==> config.mk <==
export PLATFORM = sky130hd
export DESIGN_NAME = vga_scanout_flat
export DESIGN_NICKNAME = d
export VERILOG_FILES = /design/src/rtl/vga_pkg.sv /design/src/rtl/vga_scanout_if.sv /design/src/rtl/vga_timing_gen.sv /design/src/rtl/vga_scanout.sv /design/src/flat_wrapper.sv
export SDC_FILE = /design/constraint.sdc
export NUM_CORES = 1
export LEC_CHECK = 0
export BUFFER_PORTS_ARGS = -buffer_cell sky130_fd_sc_hd__buf_4
export CAP_MARGIN = 20
export CELL_PAD_IN_SITES_DETAIL_PLACEMENT = 0
export CELL_PAD_IN_SITES_GLOBAL_PLACEMENT = 1
export CORE_ASPECT_RATIO = 0.6
export CORE_MARGIN = 2
export CORE_UTILIZATION = 28
export CTS_BUF_LIST = sky130_fd_sc_hd__clkbuf_2 sky130_fd_sc_hd__clkbuf_4 sky130_fd_sc_hd__clkbuf_8
export DETAILED_ROUTE_END_ITERATION = 7
export GPL_TIMING_DRIVEN = 0
export PLACE_DENSITY = 0.68
export SKIP_CTS_REPAIR_TIMING = 1
export SLEW_MARGIN = 25
export SYNTH_ARGS = -nofsm -noshare
export SYNTH_HDL_FRONTEND = slang
export SYNTH_SLANG_ARGS = --single-unit
export TNS_END_PERCENT = 10
==> constraint.sdc <==
create_clock -name vga_clk -period 2.5 [get_ports vga_clk]
set_input_delay 0.5 -clock vga_clk [delete_from_list [all_inputs] [get_ports vga_clk]]
set_output_delay 0.5 -clock vga_clk [all_outputs]
set_load 0.005 [all_outputs]
==> src/rtl/vga_pkg.sv <==
// Shared timing constants and the pipeline payload type for the VGA scanout path.
// The constants are the 640x480@60 defaults; the modules take them as parameter defaults.
package vga_pkg;

   localparam int H_ACTIVE = 640;
   localparam int H_FP     = 16;
   localparam int H_SYNC   = 96;
   localparam int H_BP     = 48;
   localparam int V_ACTIVE = 480;
   localparam int V_FP     = 10;
   localparam int V_SYNC   = 2;
   localparam int V_BP     = 33;
   localparam int IMG_W    = 200;
   localparam int IMG_H    = 200;
   localparam int IMG_X0   = 220;
   localparam int IMG_Y0   = 140;
   localparam int ADDR_W   = 32;

   localparam int H_TOTAL      = H_ACTIVE + H_FP + H_SYNC + H_BP;
   localparam int V_TOTAL      = V_ACTIVE + V_FP + V_SYNC + V_BP;
   localparam int H_SYNC_START = H_ACTIVE + H_FP;
   localparam int H_SYNC_END   = H_SYNC_START + H_SYNC;
   localparam int V_SYNC_START = V_ACTIVE + V_FP;
   localparam int V_SYNC_END   = V_SYNC_START + V_SYNC;

   localparam int CNT_W = 10;

   typedef struct packed {
      logic hsync_n;
      logic vsync_n;
      logic blank_n;
      logic in_win;
   } vga_timing_t;

   localparam vga_timing_t TIMING_IDLE = '{hsync_n: 1'b1, vsync_n: 1'b1, blank_n: 1'b0, in_win: 1'b0};

endpackage

==> src/rtl/vga_scanout_if.sv <==
// Framebuffer read port as seen from the display side: address out, RAM q back.
interface vga_scanout_if #(
   parameter int ADDR_W = vga_pkg::ADDR_W
);

   logic [ADDR_W-1:0] fb_addr;
   logic              fb_rd_en;
   logic [31:0]       fb_data;

   modport master (output fb_addr, output fb_rd_en, input fb_data);
   modport slave  (input fb_addr, input fb_rd_en, output fb_data);

endinterface

==> src/rtl/vga_timing_gen.sv <==
// Horizontal/vertical raster counters and the stage-0 decode of sync, blank and image window.
module vga_timing_gen
   import vga_pkg::*;
#(
   parameter int H_ACTIVE = vga_pkg::H_ACTIVE,
   parameter int H_FP     = vga_pkg::H_FP,
   parameter int H_SYNC   = vga_pkg::H_SYNC,
   parameter int H_BP     = vga_pkg::H_BP,
   parameter int V_ACTIVE = vga_pkg::V_ACTIVE,
   parameter int V_FP     = vga_pkg::V_FP,
   parameter int V_SYNC   = vga_pkg::V_SYNC,
   parameter int V_BP     = vga_pkg::V_BP,
   parameter int IMG_W    = vga_pkg::IMG_W,
   parameter int IMG_H    = vga_pkg::IMG_H,
   parameter int IMG_X0   = vga_pkg::IMG_X0,
   parameter int IMG_Y0   = vga_pkg::IMG_Y0
) (
   input  logic             vga_clk,
   input  logic             reset,
   input  logic             enable,
   output logic [CNT_W-1:0] h_cnt,
   output logic [CNT_W-1:0] v_cnt,
   output vga_timing_t      timing,
   output logic             origin,
   output logic             line_end,
   output logic             frame_end
);

   localparam logic [CNT_W-1:0] H_LAST   = CNT_W'(H_ACTIVE + H_FP + H_SYNC + H_BP - 1);
   localparam logic [CNT_W-1:0] V_LAST   = CNT_W'(V_ACTIVE + V_FP + V_SYNC + V_BP - 1);
   localparam logic [CNT_W-1:0] HS_START = CNT_W'(H_ACTIVE + H_FP);
   localparam logic [CNT_W-1:0] HS_END   = CNT_W'(H_ACTIVE + H_FP + H_SYNC);
   localparam logic [CNT_W-1:0] VS_START = CNT_W'(V_ACTIVE + V_FP);
   localparam logic [CNT_W-1:0] VS_END   = CNT_W'(V_ACTIVE + V_FP + V_SYNC);
   localparam logic [CNT_W-1:0] H_VIS    = CNT_W'(H_ACTIVE);
   localparam logic [CNT_W-1:0] V_VIS    = CNT_W'(V_ACTIVE);
   localparam logic [CNT_W-1:0] X_START  = CNT_W'(IMG_X0);
   localparam logic [CNT_W-1:0] X_END    = CNT_W'(IMG_X0 + IMG_W);
   localparam logic [CNT_W-1:0] X_LAST   = CNT_W'(IMG_X0 + IMG_W - 1);
   localparam logic [CNT_W-1:0] Y_START  = CNT_W'(IMG_Y0);
   localparam logic [CNT_W-1:0] Y_END    = CNT_W'(IMG_Y0 + IMG_H);

   // Disabled or in reset the raster parks at the origin, so scanning resumes from (0,0).
   always_ff @(posedge vga_clk) begin
      if (reset || !enable) begin
         h_cnt <= '0;
         v_cnt <= '0;
      end else if (h_cnt == H_LAST) begin
         h_cnt <= '0;
         v_cnt <= (v_cnt == V_LAST) ? '0 : v_cnt + 1'b1;
      end else begin
         h_cnt <= h_cnt + 1'b1;
      end
   end

   always_comb begin
      timing         = TIMING_IDLE;
      timing.hsync_n = !((h_cnt >= HS_START) && (h_cnt < HS_END));
      timing.vsync_n = !((v_cnt >= VS_START) && (v_cnt < VS_END));
      timing.blank_n = (h_cnt < H_VIS) && (v_cnt < V_VIS);
      timing.in_win  = (h_cnt >= X_START) && (h_cnt < X_END) &&
                       (v_cnt >= Y_START) && (v_cnt < Y_END);
      origin         = (h_cnt == '0) && (v_cnt == '0);
      line_end       = timing.in_win && (h_cnt == X_LAST);
      frame_end      = (h_cnt == H_LAST) && (v_cnt == V_LAST);
   end

endmodule

==> src/rtl/vga_scanout.sv <==
// VGA scanout: drives framebuffer read addresses for a centred image window and
// aligns sync/blank/RGB with the data returned one cycle later by the RAM.
module vga_scanout
   import vga_pkg::*;
#(
   parameter int H_ACTIVE = vga_pkg::H_ACTIVE,
   parameter int H_FP     = vga_pkg::H_FP,
   parameter int H_SYNC   = vga_pkg::H_SYNC,
   parameter int H_BP     = vga_pkg::H_BP,
   parameter int V_ACTIVE = vga_pkg::V_ACTIVE,
   parameter int V_FP     = vga_pkg::V_FP,
   parameter int V_SYNC   = vga_pkg::V_SYNC,
   parameter int V_BP     = vga_pkg::V_BP,
   parameter int IMG_W    = vga_pkg::IMG_W,
   parameter int IMG_H    = vga_pkg::IMG_H,
   parameter int IMG_X0   = vga_pkg::IMG_X0,
   parameter int IMG_Y0   = vga_pkg::IMG_Y0,
   parameter int ADDR_W   = vga_pkg::ADDR_W
) (
   input  logic         vga_clk,
   input  logic         reset,
   input  logic         enable,
   vga_scanout_if.master fb,
   output logic [7:0]   red,
   output logic [7:0]   green,
   output logic [7:0]   blue,
   output logic         hsync_n,
   output logic         vsync_n,
   output logic         blank_n,
   output logic         frame_start
);

   logic [CNT_W-1:0]  h_cnt;
   logic [CNT_W-1:0]  v_cnt;
   vga_timing_t       timing_s0;
   vga_timing_t       timing_s1;
   vga_timing_t       timing_s2;
   logic              origin_s0;
   logic              origin_s1;
   logic              origin_s2;
   logic              line_end;
   logic              frame_end;
   logic [CNT_W-1:0]  col;
   logic [ADDR_W-1:0] row_base;
   logic [ADDR_W-1:0] addr_q;
   logic              unused_data;

   vga_timing_gen #(
      .H_ACTIVE (H_ACTIVE),
      .H_FP     (H_FP),
      .H_SYNC   (H_SYNC),
      .H_BP     (H_BP),
      .V_ACTIVE (V_ACTIVE),
      .V_FP     (V_FP),
      .V_SYNC   (V_SYNC),
      .V_BP     (V_BP),
      .IMG_W    (IMG_W),
      .IMG_H    (IMG_H),
      .IMG_X0   (IMG_X0),
      .IMG_Y0   (IMG_Y0)
   ) u_timing (
      .vga_clk   (vga_clk),
      .reset     (reset),
      .enable    (enable),
      .h_cnt     (h_cnt),
      .v_cnt     (v_cnt),
      .timing    (timing_s0),
      .origin    (origin_s0),
      .line_end  (line_end),
      .frame_end (frame_end)
   );

   assign col = h_cnt - CNT_W'(IMG_X0);

   // row_base steps by one image line after the last window pixel, so the
   // address is a simple add with no multiplier; it restarts at each frame wrap.
   always_ff @(posedge vga_clk) begin
      if (reset || !enable) begin
         timing_s1 <= TIMING_IDLE;
         timing_s2 <= TIMING_IDLE;
         origin_s1 <= 1'b0;
         origin_s2 <= 1'b0;
         row_base  <= '0;
         addr_q    <= '0;
      end else begin
         timing_s1 <= timing_s0;
         timing_s2 <= timing_s1;
         origin_s1 <= origin_s0;
         origin_s2 <= origin_s1;
         if (timing_s0.in_win) begin
            addr_q <= row_base + ADDR_W'(col);
         end
         if (frame_end) begin
            row_base <= '0;
         end else if (line_end) begin
            row_base <= row_base + ADDR_W'(IMG_W);
         end
      end
   end

   assign fb.fb_addr  = addr_q;
   assign fb.fb_rd_en = timing_s1.in_win;

   assign hsync_n     = timing_s2.hsync_n;
   assign vsync_n     = timing_s2.vsync_n;
   assign blank_n     = timing_s2.blank_n;
   assign frame_start = origin_s2;

   // RAM q arrives in the stage-2 cycle, so the colour mux stays combinational.
   always_comb begin
      red   = 8'h00;
      green = 8'h00;
      blue  = 8'h00;
      if (timing_s2.in_win) begin
         red   = fb.fb_data[23:16];
         green = fb.fb_data[15:8];
         blue  = fb.fb_data[7:0];
      end
   end

   assign unused_data = &{1'b0, fb.fb_data[31:24]};

endmodule
==> src/flat_wrapper.sv <==
// flat-port wrapper written by rule: the top's interface ports become plain ports
module vga_scanout_flat import vga_pkg::*;
#(
   parameter int H_ACTIVE = vga_pkg::H_ACTIVE,
   parameter int H_FP     = vga_pkg::H_FP,
   parameter int H_SYNC   = vga_pkg::H_SYNC,
   parameter int H_BP     = vga_pkg::H_BP,
   parameter int V_ACTIVE = vga_pkg::V_ACTIVE,
   parameter int V_FP     = vga_pkg::V_FP,
   parameter int V_SYNC   = vga_pkg::V_SYNC,
   parameter int V_BP     = vga_pkg::V_BP,
   parameter int IMG_W    = vga_pkg::IMG_W,
   parameter int IMG_H    = vga_pkg::IMG_H,
   parameter int IMG_X0   = vga_pkg::IMG_X0,
   parameter int IMG_Y0   = vga_pkg::IMG_Y0,
   parameter int ADDR_W   = vga_pkg::ADDR_W
)
  (vga_clk, reset, enable, red, green, blue, hsync_n, vsync_n, blank_n, frame_start, fb_fb_addr, fb_fb_rd_en, fb_fb_data);
  vga_scanout_if #(.ADDR_W(ADDR_W)) fb_i ();
  input  logic vga_clk;
  input  logic reset;
  input  logic enable;
  output logic [7:0] red;
  output logic [7:0] green;
  output logic [7:0] blue;
  output logic hsync_n;
  output logic vsync_n;
  output logic blank_n;
  output logic frame_start;
  output wire logic [$bits(fb_i.fb_addr)-1:0] fb_fb_addr;
  output wire logic [$bits(fb_i.fb_rd_en)-1:0] fb_fb_rd_en;
  input wire logic [$bits(fb_i.fb_data)-1:0] fb_fb_data;
  assign fb_fb_addr = fb_i.fb_addr;
  assign fb_fb_rd_en = fb_i.fb_rd_en;
  assign fb_i.fb_data = fb_fb_data;
  vga_scanout #(.H_ACTIVE(H_ACTIVE), .H_FP(H_FP), .H_SYNC(H_SYNC), .H_BP(H_BP), .V_ACTIVE(V_ACTIVE), .V_FP(V_FP), .V_SYNC(V_SYNC), .V_BP(V_BP), .IMG_W(IMG_W), .IMG_H(IMG_H), .IMG_X0(IMG_X0), .IMG_Y0(IMG_Y0), .ADDR_W(ADDR_W)) u_core (.vga_clk(vga_clk), .reset(reset), .enable(enable), .fb(fb_i), .red(red), .green(green), .blue(blue), .hsync_n(hsync_n), .vsync_n(vsync_n), .blank_n(blank_n), .frame_start(frame_start));
endmodule
==> out/metrics.cfg <==
[logic_synthesis]
post_synth_xor_area_fraction_pct=9.66
async_flop_share_pct=0
synthFlopType=dfxtp_1
syn-num-nets=642
synth_top_family_by_area=simple AND/OR/NAND/NOR gates
ys_warn_count=0
avgSynthCellArea_sq_um=8.30
syn-instance-count=590
seq_area_frac_synth_pct=37.2
synth_area_sq_um=4900
synthAdderAreaFrac_pct=4.50
ys_ff_latch=91
synth_edf_count=0
yosys.area_share.simple_pct=27.8
synth_compound_gate_area_share_pct=16.3
synth_cell_types=57
muxShareOfSynthArea_pct=0.204

[worst_setup_path]
worstPathCellList=buf_6 -> buf_4 -> a21oi_4 -> xnor2_1 -> ha_2 -> o21a_1 -> a21oi_4 -> buf_12 -> a2111oi_1 -> xnor2_1 -> a21oi_1
worst-path-buf-inv=3
cp.required_ns=2.76
cpMaxStageDelayCell=a2111oi_1
path_max_fanout=8
startpoint_type=register
arrival_ns=2.91
endpoint_kind=register
crit_type=register to register
cpPeakStageDelay_ns=0.42
crit_family=compound AO/OA/AOI/OAI gates

[final_layout]
syn_to_final_growth_pct=32.8
num_antenna_cells=0
final_cell_mix=buf_4, dfxtp_1, nand2_1, a21oi_1, nor2_1
fin_area_sq_um=6500
final_common_cell=buf_4
drive_above_1_share_pct=26.8
instances_no_fill=932
final_util_pct=38.0
final_net_count=745

[sta]
post-route-period-util_pct=106
rsz0062_at_grt=true
setup-tns-final_ns=-0.665
finalHoldViolCount=0
worst_pin_slew_ns=0.776
max_freq_ghz=0.377
finalSetupViolCount=11
period_minus_slack_ns=2.65
max_slew_margin_pct=47.9
timing.final.ws_setup_ns=-0.154
drv_slew=0
worst_clock_skew_ns=0.0188

[pwr]
finalPower_uw=2580
total_leakage_power_uw=0.00229
ir_drop_v=0.000237
p_per_area_nw_per_um2=396

[detailed_routing]
avgRoutedWirePerCell_um=17.0
vias=4761
first_pass_iters=5
first_iter_violations=406
drc=0
vias_per_cell=5.11
antenna_left=0
wl_um=15900

[floorplanning]
core.rowCount=37
die_x_um=175
io_pins=96
start_util_pct=28.6
core_region_area_sq_um=17100
die_h_um=106
dieArea_sq_um=18600

[hold_path]
min_path_type=input port to register

[grt]
grt_use_met3_pct=3.93
grt_use_met1_pct=26.1
grt_max_degree=17
grt_pass1_vias=4351
overflow=0
busiest_layer=met1
grt_pass1_wl_um=24300
grt_use_total_pct=16.6
antenna_found_initial=0
grt.met2_usage_pct=22.6

[clock_network]
clock-sinks=91
cts_max_level=3
max-clock-path-buffers=2
cts.clk_slew.worst_paths_ns=0.10
cts-root-buf=clkbuf_8
clock_latency_ns=0.38
cts_tree=yes
numCtsBuffers=9

[placement]
port_buffers=87
dpl.hpwl_um=11800
place_congestion=0.948
dp_cells=911
dpl_cell_area_sq_um=5870

[run_status]
status=finished with violations
failed_checks=setup timing

[flow_run]
max_cap_viol_count=0

sequential cells by signal, indices dropped and copies added (netlist names), 3 cells and up:
name and cells:
u_core.timing_s1 3, u_core.row_base 29, u_core.u_timing.v_cnt 10, u_core.u_timing.h_cnt 10, u_core.fb.fb_addr 32
metrics by stage:
| step | setup WS [ns] | hold WS (ns) |
|---|---|---|
| global route | -0.222 | 0.408 |
| floorplan | 0.0475 | 0.386 |
| CTS | -0.581 | 0.364 |
| detailed placement | -0.558 | 0.407 |
| global placement | -0.520 | 0.396 |
| finish | -0.154 | 0.410 |
synthesized netlist by cell type, types with 8 or more instances:
cell	n	share of area (%)
dfxtp_1	91	37
nand2_1	53	4.1
a21oi_1	49	5.0
nor2_1	46	3.5
xnor2_1	33	5.9
and2_1	30	3.8
o21ai_0	25	2.6
clkbuf_1	24	1.8
xor2_1	21	3.8
nand3_1	19	1.9
nand4_1	18	2.3
nor3_1	17	1.7
ha_1	16	4.1
inv_1	15	1.1
and3_1	10	1.3
nor4_1	10	1.3
o31ai_1	10	1.5
a22o_1	8	1.4
or3_1	8	1.0
area by class of cell:
type | instances | area (sq um)
Buffer | 31 | 168
Clock buffer | 9 | 124
Tap cell | 234 | 293
Fill cell | 1774 | 10600
Multi-Input combinational cell | 449 | 3220
Timing Repair Buffer | 96 | 733
Inverter | 15 | 62.6
Sequential cell | 91 | 1830
Clock inverter | 7 | 75.1
cell families (layout without fill, tap and decap cells):
family                   Yosys count  after routing
multiplexers                       1              1
AO/OA/AOI/OAI                    125            125
XOR/XNOR                          54             54
flip-flops                        91             91
buffers and inverters             50            158
adder cells (fa/ha/maj)           17             17
AND/OR/NAND/NOR                  252            252
worst register-to-register path, stage by stage, from the launching register on:
cell,delay (ns)
dfxtp_2,0.33
buf_6,0.13
buf_4,0.14
a21oi_4,0.19
xnor2_1,0.11
ha_2,0.37
o21a_1,0.21
a21oi_4,0.08
buf_12,0.14
a2111oi_1,0.42
xnor2_1,0.30
a21oi_1,0.12
report_power, final:
part	internal [uW]	switching (uW)
registers	1450	3.39
clock network	470	576
logic	36.0	42.9
total	1960	623
layer usage:
metal | vias up | routed length [um]
li1 | 2310 | -
met1 | 2268 | 8310
met2 | 166 | 6140
met3 | 17 | 1220
met4 | 0 | 185
met5 | - | 0
final timing paths:
| kind | slack, ns | cells after the start | startpoint | endpoint |
|---|---|---|---|---|
| setup / recovery | -0.15 | 11 | u_core.u_timing.h_cnt[4] | u_core.fb.fb_addr[20] |
| hold / removal | 0.41 | 3 | reset | u_core.hsync_n |
| setup reg to reg | -0.15 | 11 | u_core.u_timing.h_cnt[4] | u_core.fb.fb_addr[20] |
| hold reg to reg | 0.42 | 1 | u_core.timing_s1[3] | u_core.hsync_n |
(Power assumes the default switching activity.)
